===== src/rtl/fp32_pkg.sv =====
// Shared FP32 definitions for the divide/multiply back-ends.
// Holds the field widths, the class-bit and flag-bit positions, the special
// encodings, the stage-1 payload struct and a small field-packing helper.
package fp32_pkg;

  localparam int EXP_W    = 8;
  localparam int MAN_W    = 23;
  localparam int BIAS     = 127;
  // Exponents are carried wider than EXP_W, so that underflow and overflow
  // survive the -1 of normalisation and the +1 of the rounding carry.
  localparam int E_INT_W  = 11;
  localparam int EXP_MAX  = 2 * BIAS + 1;

  // Positions in the class vector {A_nan, B_nan, A_inf, B_inf, A_zero, B_zero}.
  localparam int CLS_A_NAN  = 5;
  localparam int CLS_B_NAN  = 4;
  localparam int CLS_A_INF  = 3;
  localparam int CLS_B_INF  = 2;
  localparam int CLS_A_ZERO = 1;
  localparam int CLS_B_ZERO = 0;

  // Positions in the flag vector {invalid, div_by_zero, overflow, underflow, inexact}.
  localparam int FLG_INVALID   = 4;
  localparam int FLG_DIVZERO   = 3;
  localparam int FLG_OVERFLOW  = 2;
  localparam int FLG_UNDERFLOW = 1;
  localparam int FLG_INEXACT   = 0;

  localparam logic [31:0] QNAN    = 32'h7FC0_0000;
  localparam logic [30:0] INF_MAG = 31'h7F80_0000;

  // Normalised operand held between the two pipeline stages.
  typedef struct packed {
    logic               sign;
    logic [5:0]         cls;
    logic [E_INT_W-1:0] e;
    logic [MAN_W:0]     mant;
    logic               g;
    logic               s;
  } s1_t;

  function automatic logic [31:0] fp_pack(input logic sign,
                                          input logic [EXP_W-1:0] e,
                                          input logic [MAN_W-1:0] frac);
    return {sign, e, frac};
  endfunction

endpackage


===== src/rtl/fp32_rne_round.sv =====
// Round-to-nearest-even of a normalised 24-bit significand.
// Ports:
//   mant     - significand with hidden bit (bit 23)
//   g, s     - guard bit and sticky OR of everything below it
//   e        - biased exponent, two's complement, E_INT_W bits
//   rnd_mant - rounded significand (hidden bit still present)
//   rnd_e    - exponent after a possible rounding carry
//   inexact  - any nonzero bits were discarded
module fp32_rne_round
  import fp32_pkg::*;
(
  input  logic [MAN_W:0]       mant,
  input  logic                 g,
  input  logic                 s,
  input  logic [E_INT_W-1:0]   e,
  output logic [MAN_W:0]       rnd_mant,
  output logic [E_INT_W-1:0]   rnd_e,
  output logic                 inexact
);

  logic               rup_s;
  logic [MAN_W+1:0]   sum_s;

  // Round up above half, or at exactly half when the kept LSB is odd.
  always_comb begin
    rup_s = g & (s | mant[0]);
    sum_s = {1'b0, mant} + {{(MAN_W + 1){1'b0}}, rup_s};
    if (sum_s[MAN_W+1]) begin
      // 1.111..1 rounded up to 10.000..0: renormalise by one place.
      rnd_mant = {1'b1, {MAN_W{1'b0}}};
      rnd_e    = e + 11'd1;
    end else begin
      rnd_mant = sum_s[MAN_W:0];
      rnd_e    = e;
    end
    inexact = g | s;
  end

endmodule


===== src/rtl/fp32_div_round_pack.sv =====
// FP32 divide back-end: normalise, round (RNE), range/special handling and
// IEEE-754 single packing, as a two-stage valid/ready pipeline.
// Ports:
//   clk, rst_n            - clock, asynchronous active-low reset
//   in_valid / in_ready   - upstream handshake (in_ready depends on out_ready)
//   in_sign, in_exp, in_q - raw quotient: sign, biased exponent, Q1.47 mantissa
//   in_cls                - operand classes {A_nan,B_nan,A_inf,B_inf,A_zero,B_zero}
//   out_valid / out_ready - downstream handshake
//   DivProd               - packed FP32 result (registered)
//   out_flags             - {invalid, div_by_zero, overflow, underflow, inexact}
module fp32_div_round_pack
  import fp32_pkg::*;
#(
  parameter int          FLUSH_SUBNORMAL = 1,
  parameter logic [31:0] NAN_PATTERN     = QNAN
) (
  input  logic        clk,
  input  logic        rst_n,
  input  logic        in_valid,
  output logic        in_ready,
  input  logic        in_sign,
  input  logic [9:0]  in_exp,
  input  logic [47:0] in_q,
  input  logic [5:0]  in_cls,
  output logic        out_valid,
  input  logic        out_ready,
  output logic [31:0] DivProd,
  output logic [4:0]  out_flags
);

  logic               s1_valid_r;
  logic               s2_valid_r;
  s1_t                s1_r;
  s1_t                s1_nxt_s;
  logic               s2_adv_s;
  logic               s1_load_s;
  logic               s2_load_s;
  logic [MAN_W:0]     rnd_mant_s;
  logic [E_INT_W-1:0] rnd_e_s;
  logic               rnd_inexact_s;
  logic [31:0]        res_s;
  logic [4:0]         flags_s;
  logic               is_nan_s;

  // Stage 2 frees up when empty or draining; stage 1 then frees up behind it.
  assign s2_adv_s  = !s2_valid_r || out_ready;
  assign in_ready  = !s1_valid_r || s2_adv_s;
  assign s1_load_s = in_valid && in_ready;
  assign s2_load_s = s1_valid_r && s2_adv_s;
  assign out_valid = s2_valid_r;

  // Normalise the Q1.47 quotient so the kept 24 bits start with a 1.
  always_comb begin
    s1_nxt_s.sign = in_sign;
    s1_nxt_s.cls  = in_cls;
    if (in_q[47]) begin
      s1_nxt_s.mant = in_q[47:24];
      s1_nxt_s.g    = in_q[23];
      s1_nxt_s.s    = |in_q[22:0];
      s1_nxt_s.e    = {in_exp[9], in_exp};
    end else begin
      s1_nxt_s.mant = in_q[46:23];
      s1_nxt_s.g    = in_q[22];
      s1_nxt_s.s    = |in_q[21:0];
      s1_nxt_s.e    = {in_exp[9], in_exp} - 11'd1;
    end
  end

  // Pipeline occupancy: each stage refills whenever its consumer moves.
  always_ff @(posedge clk or negedge rst_n) begin
    if (!rst_n) begin
      s1_valid_r <= 1'b0;
      s2_valid_r <= 1'b0;
    end else begin
      if (in_ready) begin
        s1_valid_r <= in_valid;
      end
      if (s2_adv_s) begin
        s2_valid_r <= s1_valid_r;
      end
    end
  end

  // Stage 1 payload register.
  always_ff @(posedge clk or negedge rst_n) begin
    if (!rst_n) begin
      s1_r <= '0;
    end else if (s1_load_s) begin
      s1_r <= s1_nxt_s;
    end
  end

  fp32_rne_round u_round (
    .mant     (s1_r.mant),
    .g        (s1_r.g),
    .s        (s1_r.s),
    .e        (s1_r.e),
    .rnd_mant (rnd_mant_s),
    .rnd_e    (rnd_e_s),
    .inexact  (rnd_inexact_s)
  );

  assign is_nan_s = s1_r.cls[CLS_A_NAN] | s1_r.cls[CLS_B_NAN]
                  | (s1_r.cls[CLS_A_ZERO] & s1_r.cls[CLS_B_ZERO])
                  | (s1_r.cls[CLS_A_INF]  & s1_r.cls[CLS_B_INF]);

  // Special cases first (in priority order), then range, then a normal pack.
  always_comb begin
    res_s   = 32'h0000_0000;
    flags_s = 5'b00000;
    if (is_nan_s) begin
      res_s                = NAN_PATTERN;
      flags_s[FLG_INVALID] = 1'b1;
    end else if (s1_r.cls[CLS_B_ZERO] && !s1_r.cls[CLS_A_INF] && !s1_r.cls[CLS_A_ZERO]) begin
      res_s                = {s1_r.sign, INF_MAG};
      flags_s[FLG_DIVZERO] = 1'b1;
    end else if (s1_r.cls[CLS_A_INF]) begin
      res_s = {s1_r.sign, INF_MAG};
    end else if (s1_r.cls[CLS_A_ZERO] || s1_r.cls[CLS_B_INF]) begin
      res_s = {s1_r.sign, 31'h0000_0000};
    end else if (int'($signed(rnd_e_s)) >= EXP_MAX) begin
      res_s                 = {s1_r.sign, INF_MAG};
      flags_s[FLG_OVERFLOW] = 1'b1;
      flags_s[FLG_INEXACT]  = 1'b1;
    end else if ((FLUSH_SUBNORMAL != 0) && (int'($signed(rnd_e_s)) <= 32'sd0)) begin
      res_s                  = {s1_r.sign, 31'h0000_0000};
      flags_s[FLG_UNDERFLOW] = 1'b1;
      // Flushed to zero: inexact whenever the quotient itself was nonzero.
      flags_s[FLG_INEXACT]   = (|rnd_mant_s) | rnd_inexact_s;
    end else begin
      res_s                = fp_pack(s1_r.sign, rnd_e_s[EXP_W-1:0], rnd_mant_s[MAN_W-1:0]);
      flags_s[FLG_INEXACT] = rnd_inexact_s;
    end
  end

  // Stage 2 result register drives the outputs; it moves only on a load.
  always_ff @(posedge clk or negedge rst_n) begin
    if (!rst_n) begin
      DivProd   <= 32'h0000_0000;
      out_flags <= 5'b00000;
    end else if (s2_load_s) begin
      DivProd   <= res_s;
      out_flags <= flags_s;
    end
  end

endmodule


===== config.mk =====
export PLATFORM = sky130hd
export DESIGN_NAME = fp32_div_round_pack
export DESIGN_NICKNAME = d
export VERILOG_FILES = /design/src/rtl/fp32_pkg.sv /design/src/rtl/fp32_rne_round.sv /design/src/rtl/fp32_div_round_pack.sv
export SDC_FILE = /design/constraint.sdc
export NUM_CORES = 1
export LEC_CHECK = 0
export CAP_MARGIN = 10
export CORE_UTILIZATION = 47
export CTS_BUF_LIST = sky130_fd_sc_hd__clkbuf_8
export CTS_CLUSTER_DIAMETER = 40
export CTS_CLUSTER_SIZE = 25
export DETAILED_ROUTE_END_ITERATION = 10
export PLACE_DENSITY = 0.82
export SLEW_MARGIN = 20
export SYNTH_ARGS = -nofsm -noshare
export SYNTH_HDL_FRONTEND = slang
export SYNTH_SLANG_ARGS = --single-unit

===== constraint.sdc =====
create_clock -name clk -period 2.7 [get_ports clk]
set_clock_uncertainty 0.15 [all_clocks]
set_input_delay 0.54 -clock clk [delete_from_list [all_inputs] [get_ports clk]]
set_output_delay 0.54 -clock clk [all_outputs]
set_load 0.005 [all_outputs]

After elaboration in Yosys (flattened, before gate mapping)
Index checks and enable logic that the tools add are counted.
W data, S select, Z words.
{"block": "word_totals", "out_inout_bits": 39, "ff_bits": 83, "elab_cells": 58}
{"block": "op_classes", "n_reduce_logical": 14, "bitwise": 9, "addsub": 3, "muxes": 20, "magnitude_cmp": 2}
{"operator": "$mux W31", "count": 5}
{"operator": "$mux W37", "count": 1}
{"operator": "$mux W32", "count": 1}
{"operator": "$add A24 B1 Y25", "count": 1}
{"operator": "$mux W24", "count": 1}
{"operator": "$reduce_or A24 Y1", "count": 1}
{"operator": "$reduce_or A23 Y1", "count": 1}
{"operator": "$reduce_or A22 Y1", "count": 1}
{"operator": "$add A11 B1 Y11 const B", "count": 1}
{"operator": "$ge A11 B9 Y1 const B", "count": 1}
{"operator": "$le A11 B1 Y1 const B", "count": 1}
{"operator": "$mux W11", "count": 1}
{"operator": "$sub A10 B2 Y11 const B", "count": 1}
{"operator": "$mux W3", "count": 3}
{"operator": "$mux W1", "count": 7}
{"operator": "$or A1 B1 Y1", "count": 6}
{"operator": "$logic_and A1 B1 Y1", "count": 4}
{"operator": "$logic_not A1 Y1", "count": 4}
{"operator": "$mux W4", "count": 1}
{"operator": "$and A1 B1 Y1", "count": 3}
{"operator": "$logic_or A1 B1 Y1", "count": 3}

Logic depth before layout (Yosys ltp)
{"block": "depth", "word_depth": 12, "depth_mapped": 11, "depth_no_buf": 9}

By module
Synthesis repeated with hierarchy kept, for this count alone.
{"block": "hier_totals", "hier_cells": 463, "area_unflattened_um2": 4541.9}
{"mod": "fp32_div_round_pack", "area_each_um2": 3741.1, "seq_area_each_um2": 2077.0, "cells_per_inst": 344, "n_inst": 1}
{"mod": "fp32_rne_round", "area_each_um2": 800.8, "seq_area_each_um2": 0.0, "cells_per_inst": 119, "n_inst": 1}

Worst setup path after synthesis
No wires, ideal clock.
{"block": "synth_path", "path_kind": "register to register", "start": "register s1_r[2] (netlist bit)", "end": "register DivProd[13]", "t_arrival_ps": 2486, "slack_ps": -57, "required_time_ps": 2428, "period_less_slack_ps": 2757, "path_stages_with_launch": 12, "setup_ps": 122, "path_buffers": 2, "path_cell_list": "dfrtp_1 > o21a_1 > ha_1 > nand3_2 > or4_4 > or2_1 > buf_2 > o21ai_4 > a21oi_2 > and4b_4 > buf_6 > a32o_1"}
{"block": "synth_via", "elab_chain_cells": 11, "elab_cells_between_ends": 13, "cone_classes": "1 x add/sub; 2 x order compare; 8 x mux; 2 x bitwise"}
{"element": "start: declaration", "line": "fp32_div_round_pack.sv:33", "rtl": "s1_t s1_r;"}
{"element": "start signal: assignment", "line": "fp32_div_round_pack.sv:89", "rtl": "s1_r <= s1_nxt_s;"}
{"element": "$or A1 B1 Y1", "line": "fp32_rne_round.sv:26", "rtl": "rup_s = g & (s | mant[0]);"}
{"element": "$and A1 B1 Y1", "line": "fp32_rne_round.sv:26"}
{"element": "$add A24 B1 Y25 *", "line": "fp32_rne_round.sv:27", "rtl": "sum_s = {1'b0, mant} + {{(MAN_W + 1){1'b0}}, rup_s};"}
{"element": "$mux W11", "line": "fp32_rne_round.sv:28", "rtl": "if (sum_s[MAN_W+1]) begin"}
{"element": "$le A11 B1 Y1", "line": "fp32_div_round_pack.sv:125", "rtl": "end else if ((FLUSH_SUBNORMAL != 0) && (int'($signed(rnd_e_s)) <= 32'sd0)) begin"}
{"element": "$mux W31", "line": "fp32_div_round_pack.sv:125"}
{"element": "$mux W31 *", "line": "fp32_div_round_pack.sv:121", "rtl": "end else if (int'($signed(rnd_e_s)) >= EXP_MAX) begin"}
{"element": "$mux W31 *", "line": "fp32_div_round_pack.sv:119", "rtl": "end else if (s1_r.cls[CLS_A_ZERO] || s1_r.cls[CLS_B_INF]) begin"}
{"element": "$mux W31 *", "line": "fp32_div_round_pack.sv:117", "rtl": "end else if (s1_r.cls[CLS_A_INF]) begin"}
{"element": "$mux W31 *", "line": "fp32_div_round_pack.sv:114", "rtl": "end else if (s1_r.cls[CLS_B_ZERO] && !s1_r.cls[CLS_A_INF] && !s1_r.cls[CLS_A_ZERO]) begin"}
{"element": "$mux W32 *", "line": "fp32_div_round_pack.sv:111", "rtl": "if (is_nan_s) begin"}
{"element": "end signal: assignment", "line": "fp32_div_round_pack.sv:142", "rtl": "DivProd <= res_s;"}
{"element": "end: declaration", "line": "fp32_div_round_pack.sv:27", "rtl": "output logic [31:0] DivProd,"}
Mark *: on every way between the ends. The rest lies on a longest branch, timed or not.
A chain may end at the register's enable or synchronous reset.

Worst setup path after layout
{"block": "layout_path", "start": "register s1_r[2] (netlist bit)", "end": "register DivProd[24]"}
{"block": "layout_via", "elab_chain_cells": 11, "elab_cells_between_ends": 12, "cone_classes": "1 x add/sub; 2 x order compare; 7 x mux; 2 x bitwise"}
{"element": "$or A1 B1 Y1", "line": "fp32_rne_round.sv:26"}
{"element": "$and A1 B1 Y1", "line": "fp32_rne_round.sv:26"}
{"element": "$add A24 B1 Y25 *", "line": "fp32_rne_round.sv:27"}
{"element": "$mux W11 *", "line": "fp32_rne_round.sv:28"}
{"element": "$le A11 B1 Y1", "line": "fp32_div_round_pack.sv:125"}
{"element": "$mux W31", "line": "fp32_div_round_pack.sv:125"}
{"element": "$mux W31 *", "line": "fp32_div_round_pack.sv:121"}
{"element": "$mux W31 *", "line": "fp32_div_round_pack.sv:119"}
{"element": "$mux W31 *", "line": "fp32_div_round_pack.sv:117"}
{"element": "$mux W31 *", "line": "fp32_div_round_pack.sv:114"}
{"element": "$mux W32 *", "line": "fp32_div_round_pack.sv:111"}
Marked as above.

==> flow_metrics.env <==
export IMPL_outcome="complete, but fails checks"
export IMPL_violations="hold timing, setup timing"
export IMPL_synth_top_area_share_pct=43.7
export IMPL_antenna_left=0
export IMPL_cap_violations=0
export IMPL_synth_flop_cell="dfrtp_1"
export IMPL_crit_path_end_kind="flop"
export IMPL_leakage_nw=2.75
export IMPL_clkTransAtPathRegs_ps=90
export IMPL_io_buffers=107
export IMPL_fmaxAchievable_ghz=0.368
export IMPL_vias=4491
export IMPL_firstDrtPassIters=5
export IMPL_layout_setup_ws_ps=-19.9
export IMPL_cts_root_buf="clkbuf_8"
export IMPL_grt_ovfl_total=0
export IMPL_synthArstFlopShare_pct=100
export IMPL_routedWlPerCell_um=15.9
export IMPL_holdBufCountCts=0
export IMPL_drt_iter0_drc=244
export IMPL_fillers=785
export IMPL_setup_viol=1
export IMPL_layout_cells_non_filler=796
export IMPL_synth_edf_count=0
export IMPL_ir_worst_vdd_uv=284
export IMPL_whs_ps=-13.0
export IMPL_pin_count=108
export IMPL_worstRegToRegCells=10
export IMPL_initial_core_util_pct=48.7
export IMPL_synth_area_um2=4760
export IMPL_synth_area_leader_cell="dfrtp_1"
export IMPL_fin_nets=731
export IMPL_ys_top_cells_by_area="dfrtp_1, nand2_1, o21ai_0"
export IMPL_final_area_um2=6640
export IMPL_die_w_um=103
export IMPL_synth_distinct_cells=56
export IMPL_grt_max_degree=75
export IMPL_slew_viol_final=0
export IMPL_min_period_ps=2720
export IMPL_h_tree_depth=3
export IMPL_fp_coreArea_um2=9770
export IMPL_final_setup_tns_ps=-19.9
export IMPL_syn_nets=589
export IMPL_place_gp_congestion=0.931
export IMPL_final_layout_size_suffix_gt1_share_pct=17.3
export IMPL_cts_tree="done"
export IMPL_yosys_warnings=0
export IMPL_yosys_top_cells_count="dfrtp_1, nand2_1, o21ai_0, nor2_1, xor2_1"
export IMPL_routed_wl_um=12600
export IMPL_worstPathRequired_ps=2800
export IMPL_cp_start_kind="flop"
export IMPL_finalPower_mw=3.15
export IMPL_p_per_area_nw_per_um2=474
export IMPL_drc=0
export IMPL_worst_pin_slew_ps=532
export IMPL_n_antenna_cell=0
export IMPL_ys_seq_elements=83
export IMPL_clk_latency_ps=340
export IMPL_dpl_cell_count=773
export IMPL_crit_arrival_ps=2820
export IMPL_clockBufferDepth=2
export IMPL_dpl_instance_area_um2=6250
export IMPL_avgSynthCellArea_um2=9.22
export IMPL_multiInputGateArea_um2=2710
export IMPL_grt_use_total_pct=23.4
export IMPL_hold_path_class="in -> async"
export IMPL_post_route_period_util_pct=101
export IMPL_synth_most_common_cell="dfrtp_1"
export IMPL_syn_inst=516
export IMPL_syn_to_final_growth_pct=39.6
export IMPL_worstSetupPathType="reg -> reg"
export IMPL_preCtsSetupSlack_ps=-134
export IMPL_post_drt_via_cell_ratio=5.64
export IMPL_crit_fanout=8
export IMPL_cts_buffers=9
export IMPL_yosysSeqAreaShare_pct=43.7
export IMPL_antenna_found_initial=0
export IMPL_die_area_um2=10500
export IMPL_dp_hpwl_um=9310
export IMPL_rows=36
export IMPL_rsz0062_at_grt="yes"
export IMPL_register_area_um2=2080
export IMPL_relSlewSlack_pct=64.5
export IMPL_die_height_um=103
export IMPL_cts_sinks=83
export IMPL_finalHoldViolCount=5
export IMPL_grt_pass1_vias=4110
export IMPL_grt_pass1_wl_um=19300
## final cells by class
type,count,area share (%)
clock buffers,10,2.07
clock inverters,6,0.509
inverters,7,0.396
multi-input cells,397,40.7
flip-flops and latches,83,31.3
well taps,133,2.51
repair buffers,160,22.5
## critical path, cell delays in order (launching register included)
cell      delay [ps]
dfrtp_1          360
o21a_1           180
ha_4             160
nand3_2           80
or4_4            550
or2_4            280
o21ai_4          210
and2_1           190
nor3_2            50
buf_4            200
a311oi_2         210
## sequential cells by signal (all words and copies together), names as in the netlist
register	count
DivProd	32
out_flags	5
out_valid	1
s1_r	44
s1_valid_r	1
## cell families after synthesis
kind of cell,share of synthesized area (%)
AND/OR/NAND/NOR,22.8
AO/OA/AOI/OAI,13.8
flip-flops,43.7
XOR/XNOR,8.10
buffers and inverters,3.24
multiplexers,7.39
adder cells (fa/ha/maj),1.05
## power breakdown
part           switching, mW  internal [mW]
Combinational          0.416          0.441
Sequential             0.145           1.37
Clock                  0.426          0.351
## cell usage in the layout (no fill, tap or decap), types with 4 or more instances in the layout
cell / Yosys / layout
clkdlybuf4s50_1: 0 / 106
dfrtp_1: 83 / 83
nand2_1: 76 / 75
buf_4: 0 / 51
o21ai_0: 53 / 46
nor2_1: 33 / 32
mux2i_1: 25 / 25
xor2_1: 26 / 25
xnor2_1: 18 / 18
nand3_1: 16 / 16
nand4_1: 12 / 12
nor3_1: 14 / 12
nor4_1: 13 / 10
clkbuf_8: 0 / 10
inv_1: 7 / 9
a32o_1: 10 / 9
mux2_2: 9 / 9
a21oi_1: 9 / 8
and3_1: 7 / 7
a211oi_2: 0 / 7
nand2b_1: 6 / 6
and2_1: 6 / 6
o21ai_1: 0 / 6
a22o_1: 4 / 4
## metrics by stage
stage | utilization (%) | hold slack [ps]
after CTS | 65.9 | 5.64
after floorplan | - | 94.4
final | 68.0 | -13.0
after detailed placement | 63.9 | 331
after global placement | 63.9 | 318
after global routing | 68.0 | 19.6
## final timing paths
check / startpoint / endpoint / slack, ps
hold reg to reg: DivProd[8] / DivProd[8] / 350
setup / recovery: s1_r[2] / DivProd[24] / -20
max in group asynchronous: rst_n / s1_r[23] / 1790
hold / removal: rst_n / DivProd[11] / -10
min in group clk: DivProd[8] / DivProd[8] / 350
setup reg to reg: s1_r[2] / DivProd[24] / -20
## repair_timing
action,4_1_cts,5_1_grt
endpoints found under the hold margin,0,0
endpoints found under the setup margin,11,34
pin swaps,1,21
gates resized for setup,4,34
buffers inserted,0,6
cloned,0,1
## layer usage
metal  track usage (%)  vias up  share of wire, %
li1                  -     2145                 -
met5                 0        -                 0
met1              32.2     2149                44
met3              3.46       26               6.7
met4              7.80        0               2.0
met2              37.9      171                47
Note: power is estimated with default switching activity, not from simulation.
